`config.mk`:
```
export PLATFORM = sky130hd
export DESIGN_NAME = cpu_bus_fabric_flat
export DESIGN_NICKNAME = d
export VERILOG_FILES = /design/src/rtl/cpu_bus_fabric_if.sv /design/src/rtl/cpu_bus_fabric.sv /design/src/flat_wrapper.sv
export SDC_FILE = /design/constraint.sdc
export NUM_CORES = 1
export LEC_CHECK = 0
export BUFFER_PORTS_ARGS = -buffer_cell sky130_fd_sc_hd__buf_2
export CAP_MARGIN = 30
export CORE_AREA = 5 5 144 146
export DETAILED_ROUTE_END_ITERATION = 10
export DIE_AREA = 0 0 149 151
export GPL_TIMING_DRIVEN = 0
export SYNTH_ARGS = -nofsm -noshare
export SYNTH_HDL_FRONTEND = slang
export SYNTH_SLANG_ARGS = --single-unit
```
`constraint.sdc`:
```
create_clock -name clk_i -period 4.75 [get_ports clk_i]
set_input_delay 0 -clock clk_i [delete_from_list [all_inputs] [get_ports clk_i]]
set_output_delay 0 -clock clk_i [all_outputs]
set_load 0.005 [all_outputs]
```
`src/rtl/cpu_bus_fabric_if.sv`:
```
// CPU-side bus bundle between the RV32 core and cpu_bus_fabric.
// The fabric connects to the slave modport; the CPU model or bench drives the master side.
interface cpu_bus_fabric_if #(
    parameter int unsigned NumSlaves     = 8,
    parameter int unsigned address_width = 32,
    parameter int unsigned data_width    = 32
) ();
    logic [address_width-1:0] cpu_address_i;
    logic                     cpu_valid_i;
    logic                     cpu_we_i;
    logic [data_width-1:0]    slave_data_i [NumSlaves];
    logic [NumSlaves-1:0]     slave_sel_o;
    logic [data_width-1:0]    cpu_data_o;
    logic                     cpu_halt_o;

    modport master (
        output cpu_address_i, cpu_valid_i, cpu_we_i, slave_data_i,
        input  slave_sel_o, cpu_data_o, cpu_halt_o
    );

    modport slave (
        input  cpu_address_i, cpu_valid_i, cpu_we_i, slave_data_i,
        output slave_sel_o, cpu_data_o, cpu_halt_o
    );
endinterface

```
`src/rtl/cpu_bus_fabric.sv`:
```
// N-slave address decoder with per-slave read wait states, unmapped-access error capture
// and power-on reset sequencer. Optional IRQ aggregation: define CPU_BUS_FABRIC_IRQ_EN.
module cpu_bus_fabric #(
    parameter int unsigned NumSlaves     = 8,
    parameter int unsigned address_width = 32,
    parameter int unsigned data_width    = 32,
    parameter logic [address_width-1:0] SlaveBase [NumSlaves] = '{default: '0},
    parameter logic [address_width-1:0] SlaveEnd  [NumSlaves] = '{default: '0},
    parameter logic [3:0] SlaveWaitStates [NumSlaves] = '{default: 4'd0},
    parameter int unsigned ResetHoldCycles = 5,
    parameter logic [data_width-1:0] ErrorData = 32'hDEAD_BEEF,
    parameter logic [NumSlaves-1:0] IrqMask = '1
) (
    input  logic                     clk_i,
    input  logic                     reset_i,
    cpu_bus_fabric_if.slave          bus,
    output logic                     cpu_reset_o,
    output logic                     err_o,
    output logic [address_width-1:0] err_addr_o,
    input  logic [NumSlaves-1:0]     irq_i,
    output logic                     irq_o
);
    localparam int unsigned IdxW    = (NumSlaves > 1) ? $clog2(NumSlaves) : 1;
    localparam int unsigned RstCntW = $clog2(ResetHoldCycles + 1) + 1;

    typedef enum logic [1:0] {
        ST_IDLE,
        ST_WAIT,
        ST_ERR
    } state_t;

    state_t                   state_q;
    logic [3:0]               wait_cnt_q;
    logic [IdxW-1:0]          slave_idx_q;
    logic [data_width-1:0]    cpu_data_q;
    logic                     err_q;
    logic                     err_seen_q;
    logic [address_width-1:0] err_addr_q;
    logic                     cpu_reset_q;
    logic                     cpu_reset_d;
    logic [RstCntW-1:0]       rst_cnt_q;
    logic [RstCntW-1:0]       rst_cnt_d;
    logic                     irq_q;

    logic            hit;
    logic [IdxW-1:0] hit_idx;
    logic [3:0]      hit_ws;
    logic            req_read;

    // Scan from the top so the lowest matching window wins on overlap.
    always_comb begin
        hit     = 1'b0;
        hit_idx = '0;
        for (int k = NumSlaves - 1; k >= 0; k--) begin
            if (bus.cpu_address_i >= SlaveBase[k] && bus.cpu_address_i <= SlaveEnd[k]) begin
                hit     = 1'b1;
                hit_idx = IdxW'(k);
            end
        end
    end

    assign hit_ws          = SlaveWaitStates[hit_idx];
    assign bus.slave_sel_o = hit ? (NumSlaves'(1) << hit_idx) : '0;
    assign req_read        = !cpu_reset_q && (state_q == ST_IDLE) && bus.cpu_valid_i
                             && !bus.cpu_we_i && hit;

    assign bus.cpu_halt_o = (req_read && (hit_ws != 4'd0))
                            || (!cpu_reset_q && (state_q == ST_WAIT) && (wait_cnt_q != 4'd0));

    always_comb begin
        rst_cnt_d   = rst_cnt_q;
        cpu_reset_d = cpu_reset_q;
        if (cpu_reset_q) begin
            if (int'(rst_cnt_q) + 1 >= ResetHoldCycles) begin
                cpu_reset_d = 1'b0;
            end else begin
                rst_cnt_d = rst_cnt_q + RstCntW'(1);
            end
        end
    end

    always_ff @(posedge clk_i or posedge reset_i) begin
        if (reset_i) begin
            rst_cnt_q   <= '0;
            cpu_reset_q <= 1'b1;
        end else begin
            rst_cnt_q   <= rst_cnt_d;
            cpu_reset_q <= cpu_reset_d;
        end
    end

    // A single wait state is covered by the request-cycle halt alone, so W=1 captures
    // directly from IDLE; longer waits finish in WAIT when the counter reaches 1.
    always_ff @(posedge clk_i or posedge reset_i) begin
        if (reset_i) begin
            state_q     <= ST_IDLE;
            wait_cnt_q  <= 4'd0;
            slave_idx_q <= '0;
            cpu_data_q  <= '0;
            err_q       <= 1'b0;
            err_seen_q  <= 1'b0;
            err_addr_q  <= '0;
        end else begin
            err_q <= 1'b0;
            if (cpu_reset_q) begin
                state_q <= ST_IDLE;
            end else begin
                case (state_q)
                    ST_IDLE: begin
                        if (bus.cpu_valid_i) begin
                            if (!hit) begin
                                state_q <= ST_ERR;
                                err_q   <= 1'b1;
                                if (!err_seen_q) begin
                                    err_seen_q <= 1'b1;
                                    err_addr_q <= bus.cpu_address_i;
                                end
                                if (!bus.cpu_we_i) begin
                                    cpu_data_q <= ErrorData;
                                end
                            end else if (!bus.cpu_we_i) begin
                                if (hit_ws <= 4'd1) begin
                                    cpu_data_q <= bus.slave_data_i[hit_idx];
                                end else begin
                                    state_q     <= ST_WAIT;
                                    wait_cnt_q  <= hit_ws - 4'd1;
                                    slave_idx_q <= hit_idx;
                                end
                            end
                        end
                    end
                    ST_WAIT: begin
                        if (wait_cnt_q <= 4'd1) begin
                            cpu_data_q <= bus.slave_data_i[slave_idx_q];
                            wait_cnt_q <= 4'd0;
                            state_q    <= ST_IDLE;
                        end else begin
                            wait_cnt_q <= wait_cnt_q - 4'd1;
                        end
                    end
                    ST_ERR: begin
                        state_q <= ST_IDLE;
                    end
                    default: begin
                        state_q <= ST_IDLE;
                    end
                endcase
            end
        end
    end

`ifdef CPU_BUS_FABRIC_IRQ_EN
    always_ff @(posedge clk_i or posedge reset_i) begin
        if (reset_i) begin
            irq_q <= 1'b0;
        end else begin
            irq_q <= |(irq_i & IrqMask);
        end
    end
`else
    logic unused_irq;
    assign unused_irq = ^{irq_i, IrqMask};
    assign irq_q      = 1'b0;
`endif

    assign bus.cpu_data_o = cpu_data_q;
    assign cpu_reset_o    = cpu_reset_q;
    assign err_o          = err_q;
    assign err_addr_o     = err_addr_q;
    assign irq_o          = irq_q;
endmodule
```
`src/flat_wrapper.sv`:
```
// flat-port wrapper written by rule: the top's interface ports become plain ports
module cpu_bus_fabric_flat 
#(
    parameter int unsigned NumSlaves     = 8,
    parameter int unsigned address_width = 32,
    parameter int unsigned data_width    = 32,
    parameter logic [address_width-1:0] SlaveBase [NumSlaves] = '{default: '0},
    parameter logic [address_width-1:0] SlaveEnd  [NumSlaves] = '{default: '0},
    parameter logic [3:0] SlaveWaitStates [NumSlaves] = '{default: 4'd0},
    parameter int unsigned ResetHoldCycles = 5,
    parameter logic [data_width-1:0] ErrorData = 32'hDEAD_BEEF,
    parameter logic [NumSlaves-1:0] IrqMask = '1
)
  (clk_i, reset_i, cpu_reset_o, err_o, err_addr_o, irq_i, irq_o, bus_cpu_address_i, bus_cpu_valid_i, bus_cpu_we_i, bus_slave_data_i, bus_slave_sel_o, bus_cpu_data_o, bus_cpu_halt_o);
  cpu_bus_fabric_if #(.NumSlaves(NumSlaves), .address_width(address_width), .data_width(data_width)) bus_i ();
  input  logic clk_i;
  input  logic reset_i;
  output logic cpu_reset_o;
  output logic err_o;
  output logic [address_width-1:0] err_addr_o;
  input  logic [NumSlaves-1:0] irq_i;
  output logic irq_o;
  input wire logic [$bits(bus_i.cpu_address_i)-1:0] bus_cpu_address_i;
  input wire logic [$bits(bus_i.cpu_valid_i)-1:0] bus_cpu_valid_i;
  input wire logic [$bits(bus_i.cpu_we_i)-1:0] bus_cpu_we_i;
  input wire logic [$bits(bus_i.slave_data_i)-1:0] bus_slave_data_i;
  output wire logic [$bits(bus_i.slave_sel_o)-1:0] bus_slave_sel_o;
  output wire logic [$bits(bus_i.cpu_data_o)-1:0] bus_cpu_data_o;
  output wire logic [$bits(bus_i.cpu_halt_o)-1:0] bus_cpu_halt_o;
  assign bus_i.cpu_address_i = bus_cpu_address_i;
  assign bus_i.cpu_valid_i = bus_cpu_valid_i;
  assign bus_i.cpu_we_i = bus_cpu_we_i;
  assign bus_i.slave_data_i = {>>{bus_slave_data_i}};
  assign bus_slave_sel_o = bus_i.slave_sel_o;
  assign bus_cpu_data_o = bus_i.cpu_data_o;
  assign bus_cpu_halt_o = bus_i.cpu_halt_o;
  cpu_bus_fabric #(.NumSlaves(NumSlaves), .address_width(address_width), .data_width(data_width), .SlaveBase(SlaveBase), .SlaveEnd(SlaveEnd), .SlaveWaitStates(SlaveWaitStates), .ResetHoldCycles(ResetHoldCycles), .ErrorData(ErrorData), .IrqMask(IrqMask)) u_core (.clk_i(clk_i), .reset_i(reset_i), .bus(bus_i), .cpu_reset_o(cpu_reset_o), .err_o(err_o), .err_addr_o(err_addr_o), .irq_i(irq_i), .irq_o(irq_o));
endmodule
```
==> metrics.md <==
| Metric | Value |
|---|---|
| Hold WS | `178.1 ps` |
| Sum Neg Setup Slack | `0 ps` |
| Setup Skew | `8.573 ps` |
| Top layer in use | `met4` |
| Critical Path Sink | `bus_slave_sel_o[0]` |
| GRT Resource Usage Total | `8.987%` |
| Reg-to-reg startpoint | `u_core.cpu_reset_o$_DFF_PP1_` |
| Met3 wire length | `921 um` |
| Maximum root-to-sink buffer count | `2` |
| Number of global-route vias before repair | `2828` |
| HPWL after detailed placement | `6820 um` |
| Slew at the pin closest to its max-slew limit | `596.0 ps` |
| RSZ-0062 raised after global routing | `false` |
| TritonCTS Buffers | `9` |
| Setup repair bufs after CTS | `0` |
| Initial antenna violation count | `0` |
| Crit path largest cell delay | `550 ps` |
| First-pass GRT wire length | `15410 um` |
| Hold Buf Count CTS | `67` |
| Largest net degree at the start of global routing | `54` |
| Post-synth cell types | `31` |
| CTS tree | `yes` |
| Syn Area/Cell | `12.01 um^2` |
| Logic pwr share | `13.9%` |
| Class of the worst hold path | `in -> async` |
| P per Cell Area | `323.0 nW/um^2` |
| Register area share after synthesis | `57.32%` |
| Arrival time worst endpoint | `2450 ps` |
| NetSw | `398.0 uW` |
| Antenna diode count | `0` |
| Layout cell share with drive strength beyond 1 | `43.85%` |
| Fin crit share | `51.54%` |
| Clock sinks | `72` |
| Final antenna-violating net count | `0` |
| Max-slew violations | `0` |
| Synth Register Bits | `72` |
| Min Tclk post-route | `2448 ps` |
| Flop pwr share | `40.5%` |
| Row count | `51` |
| Dpl ws | `2768 ps` |
| Slew headroom | `59.90%` |
| Root buf cell | `clkbuf_16` |
| Maximum vdd drop | `0.1497 mV` |
| Sw Share | `23.64%` |
| Htree depth | `3` |
| Routability cong. | `0.7217` |
| Internal Power | `1286 uW` |
| Crit path launch | `bus_cpu_address_i[12]` |
| Critical-path cell list | `dlygate4sd3_1 > buf_2 > nor4_1 > nand4_1 > or2_1 > buf_6 > inv_6 > buf_6 > buf_4 > buf_2` |
| Critical path class | `in -> out` |
| Final WL | `10040 um` |
| Yosys Warn Count | `0` |
| Status | `complete, no violations` |
| Worst setup margin | `2302 ps` |
| Fmax achieved | `408.5 MHz` |
| First-pass DRT Iterations | `4` |
| Vias | `2683` |
| Crit end category | `primary output` |
| Met1 Wirelength | `4539 um` |
| Die Footprint | `22500 um^2` |
| Clock-pin slew of the registers on the worst-case setup and hold paths | `70 ps` |
| Routed len/inst | `13.34 um` |
| Post-Synthesis Cell Area | `3146 um^2` |
| IO Count | `376` |
| Static Leakage | `0.002495 uW` |
| GRT overflow | `0` |
| Drc violations | `0` |
| R2R depth | `6` |
| CP Max Fanout | `10` |
| Crit path required time | `4750 ps` |
| Setup violators final | `0` |
| Iteration-0 DRC Markers | `52` |
| Post-Synthesis Cells | `262` |
| Cts repair resizes | `0` |
| Width of the chip | `149 um` |
| Buffers on Ports | `134` |
| Vias per cell | `3.563` |
| Startpoint types | `input port` |
| Vert. Die Dim | `151 um` |
| MaxCap Viol Count | `0` |
| Area growth, synth to finish | `65.71%` |
| Endpoints failing hold | `0` |
| Initial core utilization | `16.32%` |
| Worst R2R Setup Slack | `2810 ps` |
| Reg2reg end | `u_core.bus.cpu_data_o[24]$_DFFE_PP0P_` |
| Clk_lat worst skew | `340 ps` |
| Met2 WL | `4471 um` |
| Core box area | `19270 um^2` |
| Clock power share | `45.6%` |
| Crit-path slowest cell | `nor4_1` |
| Fill cell count | `2009` |
| Final net count | `785` |
## cell usage after synthesis
cell type	count	area [um^2]
or2_1	2	12.51
inv_6	1	8.760
nand4_1	2	12.51
o21ai_0	1	5.000
buf_4	10	75.07
nor4_1	8	50.05
xnor2_1	1	8.760
dfrtp_1	71	1777
buf_6	10	112.6
nor2_1	50	187.7
nand2_1	16	60.06
buf_2	4	20.02
conb_1	1	3.750
o21bai_1	1	7.510
clkbuf_1	1	3.750
a31oi_1	1	6.260
o21ai_1	8	40.04
a21oi_1	25	125.1
a21boi_0	1	7.510
nor2b_1	1	6.260
mux2_4	30	450.4
nor2_2	1	6.260
nor2_4	1	11.26
or3b_1	1	8.760
dfstp_2	1	26.28
mux2_2	3	33.78
inv_1	5	18.77
ha_1	2	25.02
o21ai_4	1	16.27
a41o_1	1	10.01
xor2_1	1	8.760
## layout by cell type, fill, tap and decap left out, types with 9 or more instances in the layout
| cell type | synthesis | final |
|---|---|---|
| nor2_1 | 50 | 50 |
| mux2_4 | 30 | 30 |
| buf_4 | 10 | 10 |
| nand2_1 | 16 | 16 |
| buf_6 | 10 | 10 |
| buf_2 | 4 | 138 |
| conb_1 | 1 | 9 |
| clkbuf_16 | 0 | 9 |
| dlygate4sd3_1 | 0 | 67 |
| dfrtp_1 | 71 | 71 |
| a21oi_1 | 25 | 25 |
## power groups by stage
| stage | clock [uW] | combinational [uW] | sequential, uW |
|---|---|---|---|
| 2_1_floorplan | 0 | 90.8 | 692 |
| 3_3_place_gp | 0 | 186 | 692 |
| 3_5_place_dp | 0 | 194 | 688 |
| 4_1_cts | 797 | 234 | 681 |
| 5_1_grt | 817 | 256 | 686 |
| 6_report | 768 | 234 | 681 |
## how the worst min path moves through the flow
stage,to,cells after the start,start,slack [ps]
floorplan,u_core.bus.cpu_data_o[14]$_DFFE_PP0P_,2,bus_slave_data_i[238],130
global placement,u_core.bus.cpu_data_o[4]$_DFFE_PP0P_,3,bus_slave_data_i[228],230
detailed placement,u_core.err_addr_o[3]$_DFFE_PP0P_,2,reset_i,-20
CTS,u_core.err_addr_o[3]$_DFFE_PP0P_,3,reset_i,140
global route,u_core.bus.cpu_data_o[0]$_DFFE_PP0P_,5,bus_cpu_we_i,180
finish,u_core.err_addr_o[30]$_DFFE_PP0P_,3,reset_i,180
## metrics by stage
stage	total power, uW	instances	area [um^2]	util (%)
floorplan	782.7	270	3176	-
global placement	878.0	669	4178	21.68
detailed placement	881.3	670	4208	21.83
CTS	1711	753	5213	27.05
global route	1760	753	5213	27.05
finish	1684	753	5213	27.05
## cells by family (layout without fill, tap and decap cells)
group	count (synthesis)	count (layout)	synth area share [%]
multiplexers	33	33	15.39
other	1	9	0.1192
buffers and inverters	31	249	7.597
flip-flops	72	72	57.32
XOR/XNOR	2	2	0.5570
adder cells (fa/ha/maj)	2	2	0.7954
AND/OR/NAND/NOR	82	82	11.30
AO/OA/AOI/OAI	39	39	6.922
## area by class of cell
type | count | area, um^2 | area share, %
inverter | 6 | 30.03 | 0.5761
tap | 265 | 331.6 | 6.361
sequential | 72 | 1803 | 34.59
timing repair buffer | 202 | 1369 | 26.26
buffer | 25 | 211.5 | 4.057
clock inverter | 6 | 95.09 | 1.824
multi-input combinational | 167 | 1134 | 21.75
clock buffer | 10 | 239.0 | 4.585
## registers in the layout, indices dropped and copies added (netlist names)
register	cells
u_core.state_q	1
u_core.cpu_reset_o	1
u_core.rst_cnt_q	4
u_core.err_addr_o	32
u_core.err_seen_q	1
u_core.bus.cpu_data_o	32
u_core.err_o	1
## layer usage
layer	up-vias	GRT usage, %
li1	1300	-
met1	1253	11.28
met2	120	13.94
met3	10	4.189
met4	0	2.471
met5	-	0
## worst max-delay path, delay by kind of cell
kind	cells	cell delay [ps]
simple gates	3	1110
buf+inv	7	1330
No activity file was read; power rests on OpenSTA's default activity.
